===== config.mk =====
export PLATFORM = sky130hd
export DESIGN_NAME = serial_reader_flat
export DESIGN_NICKNAME = d
export VERILOG_FILES = /design/src/rtl/serial_reader_pkg.sv /design/src/rtl/serial_reader_if.sv /design/src/rtl/serial_reader.sv /design/src/flat_wrapper.sv
export SDC_FILE = /design/constraint.sdc
export NUM_CORES = 1
export LEC_CHECK = 0
export ABC_AREA = 1
export CORE_MARGIN = 5
export CORE_UTILIZATION = 60
export DETAILED_ROUTE_END_ITERATION = 6
export GPL_ROUTABILITY_DRIVEN = 0
export PLACE_DENSITY = 0.85
export SKIP_CTS_REPAIR_TIMING = 1
export SYNTH_ARGS = -nofsm -noshare
export SYNTH_HDL_FRONTEND = slang
export SYNTH_SLANG_ARGS = --single-unit

===== constraint.sdc =====
create_clock -name sclk -period 4.4 [get_ports sclk]
set_clock_uncertainty 0.05 [all_clocks]
set_input_delay 0.88 -clock sclk [delete_from_list [all_inputs] [get_ports sclk]]
set_output_delay 0.88 -clock sclk [all_outputs]
set_load 0.05 [all_outputs]

===== src/rtl/serial_reader_pkg.sv =====
// Shared definitions for the serial writer/reader pair: frame geometry and
// the reader's state encoding.
package serial_reader_pkg;

  localparam int DEF_WIDTH  = 64;
  localparam int DEF_CWIDTH = 6;

  typedef enum logic {
    IDLE  = 1'b0,
    SHIFT = 1'b1
  } state_e;

endpackage


===== src/rtl/serial_reader_if.sv =====
// Valid/ready word channel from the serial reader to its consumer.
interface serial_reader_if #(
  parameter int width = 64
);

  logic [width-1:0] data_out;
  logic             data_valid;
  logic             data_ready;

  modport master (
    output data_out,
    output data_valid,
    input  data_ready
  );

  modport slave (
    input  data_out,
    input  data_valid,
    output data_ready
  );

endinterface


===== src/rtl/serial_reader.sv =====
// Serial-in, parallel-out reader: captures mosi LSB first on enabled sclk
// edges and offers each completed word on a valid/ready channel.
module serial_reader
  import serial_reader_pkg::*;
#(
  parameter int width  = DEF_WIDTH,
  parameter int cwidth = DEF_CWIDTH
) (
  input  logic             sclk,
  input  logic             reset,
  input  logic             start,
  input  logic             enable,
  input  logic             mosi,
  output logic             busy,
  output logic             overrun,
  serial_reader_if.master  out_if
);

  state_e             state_q, state_d;
  logic [cwidth-1:0]  idx_q, idx_d;
  logic [width-1:0]   shreg_q, shreg_d;
  logic [width-1:0]   dout_q, dout_d;
  logic               valid_q, valid_d;
  logic               busy_q, busy_d;
  logic               overrun_q, overrun_d;
  logic               complete;

  // NOTE: every variable gets a default before any branch so this block can
  // never infer a latch; blocking '=' is correct here because it is combinational.
  always_comb begin
    state_d   = state_q;
    idx_d     = idx_q;
    shreg_d   = shreg_q;
    dout_d    = dout_q;
    valid_d   = valid_q;
    overrun_d = overrun_q;
    complete  = 1'b0;

    if (valid_q && out_if.data_ready) begin
      valid_d = 1'b0;
    end

    if (start) begin
      // Restart wins over a same-cycle enable; the stale partial word is dropped.
      state_d = SHIFT;
      idx_d   = '0;
      shreg_d = '0;
    end else if (state_q == SHIFT && enable) begin
      shreg_d[idx_q] = mosi;
      idx_d          = idx_q + cwidth'(1);
      if (idx_q == cwidth'(width - 1)) begin
        complete = 1'b1;
        state_d  = IDLE;
        idx_d    = '0;
      end
    end

    if (complete) begin
      if (!valid_q || out_if.data_ready) begin
        dout_d  = shreg_d;
        valid_d = 1'b1;
      end else begin
        overrun_d = 1'b1;
      end
    end

    busy_d = (state_d == SHIFT);
  end

  // NOTE: sequential state uses non-blocking '<=' only; the synchronous reset
  // clears the capture register too so a mid-frame reset leaves no residue.
  always_ff @(posedge sclk) begin
    if (reset) begin
      state_q   <= IDLE;
      idx_q     <= '0;
      shreg_q   <= '0;
      dout_q    <= '0;
      valid_q   <= 1'b0;
      busy_q    <= 1'b0;
      overrun_q <= 1'b0;
    end else begin
      state_q   <= state_d;
      idx_q     <= idx_d;
      shreg_q   <= shreg_d;
      dout_q    <= dout_d;
      valid_q   <= valid_d;
      busy_q    <= busy_d;
      overrun_q <= overrun_d;
    end
  end

  assign out_if.data_out   = dout_q;
  assign out_if.data_valid = valid_q;
  assign busy              = busy_q;
  assign overrun           = overrun_q;

endmodule


===== src/flat_wrapper.sv =====
// flat-port wrapper written by rule: the top's interface ports become plain ports
module serial_reader_flat import serial_reader_pkg::*;
#(
  parameter int width  = DEF_WIDTH,
  parameter int cwidth = DEF_CWIDTH
)
  (sclk, reset, start, enable, mosi, busy, overrun, out_if_data_out, out_if_data_valid, out_if_data_ready);
  serial_reader_if #(.width(width)) out_if_i ();
  input  logic sclk;
  input  logic reset;
  input  logic start;
  input  logic enable;
  input  logic mosi;
  output logic busy;
  output logic overrun;
  output wire logic [$bits(out_if_i.data_out)-1:0] out_if_data_out;
  output wire logic [$bits(out_if_i.data_valid)-1:0] out_if_data_valid;
  input wire logic [$bits(out_if_i.data_ready)-1:0] out_if_data_ready;
  assign out_if_data_out = out_if_i.data_out;
  assign out_if_data_valid = out_if_i.data_valid;
  assign out_if_i.data_ready = out_if_data_ready;
  serial_reader #(.width(width), .cwidth(cwidth)) u_core (.sclk(sclk), .reset(reset), .start(start), .enable(enable), .mosi(mosi), .busy(busy), .overrun(overrun), .out_if(out_if_i));
endmodule

==> results of run 1 <==
[area by class of cell]
class	instances	area (um^2)	share of cell area (%)
clock buffers	18	418	5.67
clock inverters	13	195	2.65
inverters	152	571	7.75
multi-input cells	571	2450	33.3
flip-flops and latches	137	2740	37.2
well taps	133	166	2.26
repair buffers	84	818	11.1
[metal layers]
metal / part of all wire [%] / GRT usage [%]
met3: 6.1 / 6.07
met1: 44 / 30.0
met2: 48 / 38.6
met5: 0 / 0
met4: 2.6 / 8.21
[cell usage in the layout (no fill, tap or decap), drive strengths merged, types with 2 or more instances in the layout]
master / instances
a211oi: 2
a21oi: 66
buf: 13
bufinv: 4
clkbuf: 18
clkdlybuf4s50: 71
clkinv: 4
clkinvlp: 3
dfxtp: 137
inv: 154
nand2: 271
nand3: 134
nor2: 88
nor3: 4
o211ai: 2
[through the flow]
step / setup WS [ns] / hold slack [ns] / power [W] / util [%] / std cells
floorplan: 2.42 / 0.455 / 0.00131 / - / 916
global placement: 1.50 / 0.415 / 0.00133 / 68.8 / 1077
detailed placement: 1.47 / 0.416 / 0.00133 / 68.8 / 1077
CTS: 1.72 / 0.433 / 0.00278 / 75.0 / 1108
global route: 1.68 / 0.442 / 0.00285 / 75.0 / 1108
finish: 1.73 / 0.423 / 0.00277 / 75.0 / 1108
[state kept, by name (all words and copies together) (netlist names)]
name / cells
u_core.shreg_q: 64
u_core.idx_q: 6
u_core.out_if.data_out: 64
u_core.overrun: 1
u_core.state_q: 1
u_core.out_if.data_valid: 1
[Yosys cell counts (all sizes together) (2+ instances only)]
| cell type | number | share of area, % |
|---|---|---|
| dfxtp | 137 | 45 |
| a211oi | 2 | 0.25 |
| buf | 37 | 3.8 |
| nand2 | 271 | 17 |
| o211ai | 2 | 0.25 |
| nor2 | 88 | 5.9 |
| nor3 | 4 | 0.33 |
| clkbuf | 19 | 1.2 |
| a21oi | 66 | 5.4 |
| nand3 | 134 | 11 |
| inv | 152 | 9.4 |
[worst max path at each step]
stage	start	endpoint	slack, ns	cells after the start
after floorplan	enable	u_core.out_if.data_out[49]$_SDFFE_PP0P_	2.42	7
after global placement	enable	u_core.out_if.data_out[13]$_SDFFE_PP0P_	1.50	9
after detailed placement	enable	u_core.out_if.data_out[1]$_SDFFE_PP0P_	1.47	9
after CTS	u_core.state_q$_SDFFE_PP0P_	busy	1.72	1
after global routing	u_core.state_q$_SDFFE_PP0P_	busy	1.68	1
final	u_core.state_q$_SDFFE_PP0P_	busy	1.73	1
[report_power, final]
part	total [W]	switching, W	internal [W]
registers	0.00124	0.00000161	0.00124
logic	0.0000631	0.0000522	0.0000109
clock network	0.00147	0.000542	0.000925
total	0.00277	0.000595	0.00218
[logic make-up after synthesis]
group                    synth area share [%]
flip-flops                               45.2
buffers and inverters                    14.3
adder cells (fa/ha/maj)                 0.206
AND/OR/NAND/NOR                          34.1
AO/OA/AOI/OAI                            6.15
==> key figures, run 1 <==
Drt
  • Drt initial violations: around 460
  • Drt total wl: 14300 um
  • Drt wl/cell: about 13 um
  • Via count: ~5.7k
  • Via density: a little over 5
  • DRT Pass-1 Iters: 5
  • # DRC: 0
  • Post-route ant nets: 0

Timing
  • Setup TNS: 0 ns
  • Fmax: between 300 and 400 MHz
  • Final period util: 60.6%
  • Slew headroom: roughly 28%
  • Final Setup Violations: 0
  • Min Tclk post-route: between 2 and 3 ns
  • Slew Viols, Final: 0
  • Unrepaired setup endpoints after global routing: no
  • Count of final hold-check violations: 0
  • Worst slew pin tran: 1.08 ns

Floorplan
  • Core Footprint: 9820 um^2
  • DIE AREA: 12200 um^2
  • Die Span Y: about 110 um
  • Initial Util: roughly three fifths
  • # rows: 36
  • # IOs: 73
  • DIE WIDTH: about 110 um

Worst hold path
  • Worst hold-check path type: flip-flop to flip-flop
  • Hold Startpoint: u_core.overrun$_SDFFE_PP0P_
  • Min-Delay Endpoint: u_core.overrun$_SDFFE_PP0P_
  • Worst Hold Path Cells: 1

Final layout
  • N_diodes: 0
  • Design area: between 7000 and 8000 um^2
  • Share of layout cells above drive strength 1: 5.03%
  • Fill count: just under 800
  • # nets final: 970
  • Area grow syn2layout: 21.4%

Critical path
  • Crit-path leading delay family: buffers and inverters
  • Required @ worst endpoint: approximately 3.5 ns
  • CP max stage cell: clkdlybuf4s50_1
  • Critical path class: flip-flop to output port
  • FF-to-FF setup slack: between 2 and 2.5 ns
  • Kind of end point of the critical path: output port
  • Critical path buffers and inverters: 1
  • Critical Path Fanout Max: 5
  • Slowest stage delay, CP: roughly 0.83 ns
  • Crit path arrival time: around 1.7 ns
  • Reg2reg path depth: 9
  • Worst r2r dst: u_core.out_if.data_out[1]$_SDFFE_PP0P_
  • RR Startpoint: u_core.idx_q[1]$_SDFFE_PP0P_
  • Startpoint Class: flip-flop
  • Crit path cell chain: clkdlybuf4s50_1

Synthesis
  • Mean post-synth cell area: approximately 6.6 um^2
  • Cell Area, Synth: around 6100 um^2
  • Sequential-to-total area share from yosys stat: 45.2%
  • Number of flops mapped to enable cells by yosys: 0
  • Post-synthesis async set-or-reset flop share: 0%
  • Syn Nets: ~920
  • Post-synth cell types: 21
  • Main synth FF type: dfxtp_1
  • Register bit total from synthesis: about 140
  • Synth Warn #: 0
  • Post-Synthesis Cells: 916

Power and ir drop
  • Static Leak: around 3.3 nW
  • Max rail drop VDD: roughly 320 uV
  • Pwr Density: approximately 380 nW/um^2

Global routing
  • First-pass GRT wire length: between 20000 and 25000 um
  • Overall Global Routing Usage: roughly a quarter
  • Total grt overflow: 0
  • Initial antenna violation count: 0
  • Largest net degree at the start of global routing: 76
  • Vias in the first global route: 5283

Run
  • Max cap viols: 0

Clock tree
  • Root Driver: clkbuf_8
  • Skew-Pair Late Insertion Delay: between 0.5 and 0.6 ns
  • H-tree depth: 4
  • Total CTS buffers: 17
  • Worst-path clk slew: around 0.060 ns
  • CTS tree: done
  • Longest Clk Path Bufs: 2
  • Clk sinks: ~140

Placed design
  • Hpwl dp: 8460 um
  • Placed inst area: between 6000 and 7000 um^2
  • Buffers on Ports: 72

Status
  • Outcome: completed
Power figures use the tool's default switching activity.
==> run 2, diff against run 1 <==
Settings changed: CORE_UTILIZATION 60 to 56, PLACE_DENSITY 0.85 to 0.8.
Clock period 4.4 ns to 2.5 ns, I/O delays scaled along.
==> key figures, run 2 (synthesis results as in run 1) <==
Critical path
  • Critical Path Sink: busy
  • Startpoint Class: flip-flop
  • Crit path arrival time: 1.75 ns (about the same)
  • Critical Path Fanout Max: 5 (unchanged)
  • CP Depth: 1 (unchanged)
  • Required @ worst endpoint: 1.95 ns (-1.52 ns)
  • Slowest stage delay, CP: 0.83 ns (about the same)
  • CP max stage cell: clkdlybuf4s50_1
  • FF-to-FF setup slack: 0.52 ns (-1.78 ns)
  • Crit path cell chain: clkdlybuf4s50_1
  • Reg2reg path depth: 8 (-1)
  • Kind of end point of the critical path: output port
  • Critical path buffers and inverters: 1 (unchanged)
  • Critical path class: flip-flop to output port
  • RR Startpoint: u_core.idx_q[1]$_SDFFE_PP0P_
  • Crit-path leading delay family: buffers and inverters
  • Worst r2r dst: u_core.out_if.data_out[0]$_SDFFE_PP0P_
  • CP startpoint: u_core.state_q$_SDFFE_PP0P_

Clock tree
  • CTS tree: done
  • Total CTS buffers: 17 (unchanged)
  • Root Driver: clkbuf_8
  • Worst-path clk slew: 0.06 ns (about the same)
  • Clk sinks: 137 (unchanged)
  • H-tree depth: 4 (unchanged)
  • Longest Clk Path Bufs: 2 (unchanged)
  • Skew-Pair Late Insertion Delay: 0.52 ns (about the same)

Status
  • Outcome: completed

Final layout
  • Fill count: 922 (+19%)
  • Area grow syn2layout: 23.6%
  • Commonest cells after routing, fill and taps aside: 271 x nand2_1, 149 x inv_1, 137 x dfxtp_1, 134 x nand3_1, 84 x nor2_1
  • Most common cell after layout, fill and taps aside: nand2_1
  • Share of layout cells above drive strength 1: 6.46% (+1.4 points)
  • # nets final: 985 (+1.5%)
  • N_diodes: 0 (unchanged)

Drt
  • Post-route ant nets: 0 (unchanged)
  • Drt total wl: 14300 um (-0.63%)
  • Via count: 5584 (-1.4%)
  • # DRC: 0 (unchanged)
  • Drt initial violations: 393 (-15%)
  • Via density: 4.94 (-3.3%)
  • Drt wl/cell: 12.6 um (-2.6%)
  • DRT Pass-1 Iters: 5 (unchanged)

Global routing
  • GRT Max-Usage Layer: met2
  • Initial antenna violation count: 0 (unchanged)
  • Met2 usage: 39.1% (+0.52 points)
  • Largest net degree at the start of global routing: 66 (-13%)
  • Vias in the first global route: 5252 (-0.59%)
  • Overall Global Routing Usage: 23.1% (-0.46 points)
  • Met1 Usage GRT: 30.1% (+0.091 points)
  • Total grt overflow: 0 (unchanged)
  • First-pass GRT wire length: 24600 um (+0.91%)
  • Grt met3 use: 4.70% (-1.4 points)

Timing
  • Worst slew pin tran: 0.517 ns (-0.562 ns)
  • Min Tclk post-route: ~2.3 ns
  • Final Setup Violations: 0 (unchanged)
  • Setup TNS: 0 ns (unchanged)
  • Slew Viols, Final: 0 (unchanged)
  • Count of final hold-check violations: 0 (unchanged)
  • Unrepaired setup endpoints after global routing: no
  • Final period util: between 90% and 100%
  • Slew headroom: 65.5% (+38 points)
  • Final worst setup slack: 0.204 ns (-1.53 ns)
  • Fmax: approximately 440 MHz

Power and ir drop
  • Sw power: 0.00106 W (+78%)
  • Pwr Density: 626 nW/um^2 (+66%)
  • Static Leak: 3.34 nW (+2.3%)
  • Internal Power: 0.00364 W (+67%)
  • Seq pwr share: 46.6% (+1.8 points)
  • Clk pwr share: 50.7% (-2.2 points)
  • Net Sw Frac: 22.5% (+1.1 points)
  • Comb pwr share: 2.7% (+0.4 points)
  • Max rail drop VDD: 362 uV (+14%)

Floorplan
  • Core Footprint: 10700 um^2 (+9.4%)
  • # IOs: 73 (unchanged)
  • DIE WIDTH: 114 um (+3.2%)
  • Initial Util: 56.5% (-5.3 points)
  • Die Span Y: 114 um (+3.2%)
  • DIE AREA: 13000 um^2 (+6.5%)
  • # rows: 38 (+5.6%)

Placed design
  • Hpwl dp: 8820 um (+4.4%)
  • Pre-CTS setup slack: 0.151 ns (-1.32 ns)
  • Buffers on Ports: 72 (unchanged)

Run
  • Max cap viols: 0 (unchanged)

Worst hold path
  • Worst hold-check path type: input pin to flip-flop
[run 2: cell types whose count changed in the layout (fill, tap and decap cells not counted)]
| cell | delta |
|---|---|
| inv_6 | +1 |
| clkinv_4 | -2 |
| bufinv_16 | -2 |
| buf_12 | +5 |
| clkinv_2 | +2 |
| clkinvlp_4 | +1 |
| buf_4 | +10 |
[run 2: final cells by class]
cell class	count	area, um^2	area share (%)
Clock buffer	18	418	5.57
Clock inverter	13	144	1.92
Inverter	152	571	7.61
Multi-Input combinational cell	571	2450	32.7
Sequential cell	137	2740	36.6
Tap cell	140	175	2.34
Timing Repair Buffer	99	993	13.2
[run 2: worst min-delay path by stage]
stage                                             from                             to  cells past startpoint
after floorplan           u_core.idx_q[4]$_SDFFE_PP0P_   u_core.idx_q[4]$_SDFFE_PP0P_                      2
after global routing                             reset  u_core.shreg_q[11]$_SDFF_PP0_                      2
after detailed placement   u_core.overrun$_SDFFE_PP0P_    u_core.overrun$_SDFFE_PP0P_                      1
after global placement     u_core.overrun$_SDFFE_PP0P_    u_core.overrun$_SDFFE_PP0P_                      1
final                                            reset  u_core.shreg_q[11]$_SDFF_PP0_                      2
after CTS                                        reset  u_core.shreg_q[11]$_SDFF_PP0_                      2
[run 2: metrics by stage]
step           utilization, %  instance area [um^2]  power (W)  hold WS [ns]  cells
4_1_cts                  69.8                  7500    0.00472         0.364   1130
6_report                 69.8                  7500    0.00470         0.376   1130
3_5_place_dp             64.6                  6940    0.00236         0.410   1099
5_1_grt                  69.8                  7500    0.00484         0.383   1130
3_3_place_gp             64.6                  6940    0.00236         0.399   1099
2_1_floorplan               -                  6070    0.00231         0.455    916
[run 2: layer usage]
layer / wire length, um / up-vias
li1: - / 2917
met1: 6580 / 2513
met2: 6850 / 140
met3: 683 / 14
met4: 136 / 0
met5: 0 / -
[run 2: power groups by stage]
stage / sequential (W) / combinational [W] / clock (W)
2_1_floorplan: 0.00224 / 0.0000723 / 0
3_5_place_dp: 0.00224 / 0.000123 / 0
3_3_place_gp: 0.00224 / 0.000123 / 0
5_1_grt: 0.00219 / 0.000136 / 0.00251
6_report: 0.00219 / 0.000125 / 0.00238
4_1_cts: 0.00219 / 0.000124 / 0.00241
==> run 3, diff against run 2 <==
--- a/config.mk
+++ b/config.mk
@@ -8,2 +8,3 @@
 export ABC_AREA = 1
+export CAP_MARGIN = 20
 export CORE_MARGIN = 5
@@ -11,3 +12,2 @@
 export DETAILED_ROUTE_END_ITERATION = 6
-export GPL_ROUTABILITY_DRIVEN = 0
 export PLACE_DENSITY = 0.8
==> constraint.sdc (replaced) <==
create_clock -name sclk -period 2.5 [get_ports sclk]
set_clock_uncertainty 0.05 [all_clocks]
set_input_delay 0.25 -clock sclk [delete_from_list [all_inputs] [get_ports sclk]]
set_output_delay 0.25 -clock sclk [all_outputs]
set_load 0.05 [all_outputs]
==> key figures, run 3 (synthesis results as in run 1) <==
Status
  • Outcome: completed

Critical path
  • Crit path cell chain: clkdlybuf4s50_1
  • Crit-path leading delay family: buffers and inverters
  • Crit path arrival time: 1.75 ns (about the same)
  • Critical path buffers and inverters: 1 (unchanged)
  • RR Startpoint: u_core.idx_q[1]$_SDFFE_PP0P_
  • Startpoint Class: flip-flop
  • Required @ worst endpoint: 2.20 ns (+0.25 ns)
  • FF-to-FF setup slack: 0.50 ns (-0.02 ns)
  • Slowest stage delay, CP: 0.83 ns (about the same)
  • Kind of end point of the critical path: output port
  • Critical Path Fanout Max: 5 (unchanged)
  • CP max stage cell: clkdlybuf4s50_1
  • Reg2reg path depth: 10 (+2)
  • Critical path class: flip-flop to output port
  • Worst r2r dst: u_core.out_if.data_out[13]$_SDFFE_PP0P_

Clock tree
  • H-tree depth: 4 (unchanged)
  • Root Driver: clkbuf_8
  • Longest Clk Path Bufs: 2 (unchanged)
  • Worst-path clk slew: 0.06 ns (about the same)
  • Skew-Pair Late Insertion Delay: 0.52 ns (about the same)
  • Total CTS buffers: 17 (unchanged)
  • CTS tree: done
  • Clk sinks: 137 (unchanged)

Global routing
  • Initial antenna violation count: 0 (unchanged)
  • First-pass GRT wire length: 25300 um (+3.0%)
  • Vias in the first global route: 5383 (+2.5%)
  • Total grt overflow: 0 (unchanged)
  • Largest net degree at the start of global routing: 66 (unchanged)
  • Overall Global Routing Usage: 23.7% (+0.68 points)

Final layout
  • Commonest cells after routing, fill and taps aside: 271 x nand2_1, 149 x inv_1, 137 x dfxtp_1, 134 x nand3_1, 84 x nor2_1
  • Area grow syn2layout: 23.6% (about the same)
  • Share of layout cells above drive strength 1: 6.27% (-0.20 points)
  • Design area: 7500 um^2 (about the same)
  • Most common cell after layout, fill and taps aside: nand2_1
  • # nets final: 983 (-0.20%)
  • N_diodes: 0 (unchanged)
  • Fill count: 913 (-0.98%)

Floorplan
  • DIE WIDTH: 114 um (unchanged)
  • # IOs: 73 (unchanged)
  • DIE AREA: 13000 um^2 (unchanged)
  • Initial Util: 56.5% (unchanged)
  • Core Footprint: 10700 um^2 (unchanged)
  • Die Span Y: 114 um (unchanged)
  • # rows: 38 (unchanged)

Timing
  • Fmax: 488 MHz (+12%)
  • Final period util: 81.9% (-10 points)
  • Final Setup Violations: 0 (unchanged)
  • Slew Viols, Final: 0 (unchanged)
  • Slew headroom: 58.0% (-7.4 points)
  • Unrepaired setup endpoints after global routing: no
  • Count of final hold-check violations: 0 (unchanged)
  • Setup TNS: 0 ns (unchanged)
  • Worst slew pin tran: 0.629 ns (+0.112 ns)
  • Min Tclk post-route: 2.05 ns (-0.249 ns)

Drt
  • Drt wl/cell: 13.2 um (+4.8%)
  • Drt total wl: 14900 um (+4.7%)
  • DRT Pass-1 Iters: 5 (unchanged)
  • Via count: 5741 (+2.8%)
  • Via density: 5.09 (+2.9%)
  • Drt initial violations: 483 (+23%)
  • # DRC: 0 (unchanged)
  • Post-route ant nets: 0 (unchanged)

Placed design
  • Routability Congestion: 0.855
  • Placed inst area: 6910 um^2 (-0.40%)
  • Hpwl dp: 8780 um (-0.46%)
  • Buffers on Ports: 72 (unchanged)

Power and ir drop
  • Max rail drop VDD: 402 uV (+11%)
  • Static Leak: 3.34 nW (about the same)
  • Pwr Density: 643 nW/um^2 (+2.6%)

Worst hold path
  • Min-Delay Endpoint: u_core.shreg_q[11]$_SDFF_PP0_
  • Worst Hold Path Cells: 2 (unchanged)
  • Hold Startpoint: reset
  • Worst hold-check path type: input pin to flip-flop

Run
  • Max cap viols: 0 (unchanged)
run 3: changes by cell type in the layout (fill, tap and decap cells not counted), sizes merged:
cell | before | now
buf | 28 | 26
clkbuf | 18 | 19
inv | 155 | 154
bufinv | 2 | 3
run 3: area by class of cell:
class / instances / area (um^2) / share of cell area (%)
repair buffers: 97 / 966 / 12.9
clock buffers: 19 / 422 / 5.62
multi-input cells: 571 / 2450 / 32.7
flip-flops and latches: 137 / 2740 / 36.6
clock inverters: 13 / 169 / 2.25
well taps: 140 / 175 / 2.34
inverters: 152 / 571 / 7.61
run 3: routing by layer:
layer / global-route usage [%] / wire (um)
met5: 0 / 0
met4: 8.39 / 333
met3: 5.66 / 993
met2: 38.8 / 7160
met1: 30.8 / 6430
run 3: worst max path at each step:
stage	startpoint	end	slack, ns	cells after the start
floorplan	u_core.state_q$_SDFFE_PP0P_	u_core.out_if.data_out[49]$_SDFFE_PP0P_	0.62	7
global placement	enable	u_core.out_if.data_out[11]$_SDFFE_PP0P_	0.39	10
detailed placement	enable	u_core.out_if.data_out[11]$_SDFFE_PP0P_	0.32	10
CTS	u_core.state_q$_SDFFE_PP0P_	busy	0.44	1
global route	u_core.idx_q[1]$_SDFFE_PP0P_	u_core.out_if.data_out[11]$_SDFFE_PP0P_	0.35	10
finish	u_core.state_q$_SDFFE_PP0P_	busy	0.45	1
run 3: power by group:
group	switching, W	internal [W]	leakage, nW
Clock	0.000980	0.00153	0.275
Combinational	0.0000953	0.0000289	1.96
Sequential	0.00000268	0.00219	1.10
run 3: per-stage QoR:
stage	instances	utilization (%)	worst slack, ns	hold slack (ns)	power (W)
after floorplan	916	-	0.621	0.333	0.00231
after global placement	1097	64.3	0.394	0.406	0.00236
after detailed placement	1097	64.3	0.322	0.413	0.00236
after CTS	1129	69.8	0.440	0.0944	0.00483
after global routing	1129	69.8	0.346	0.110	0.00496
final	1129	69.8	0.453	0.108	0.00482
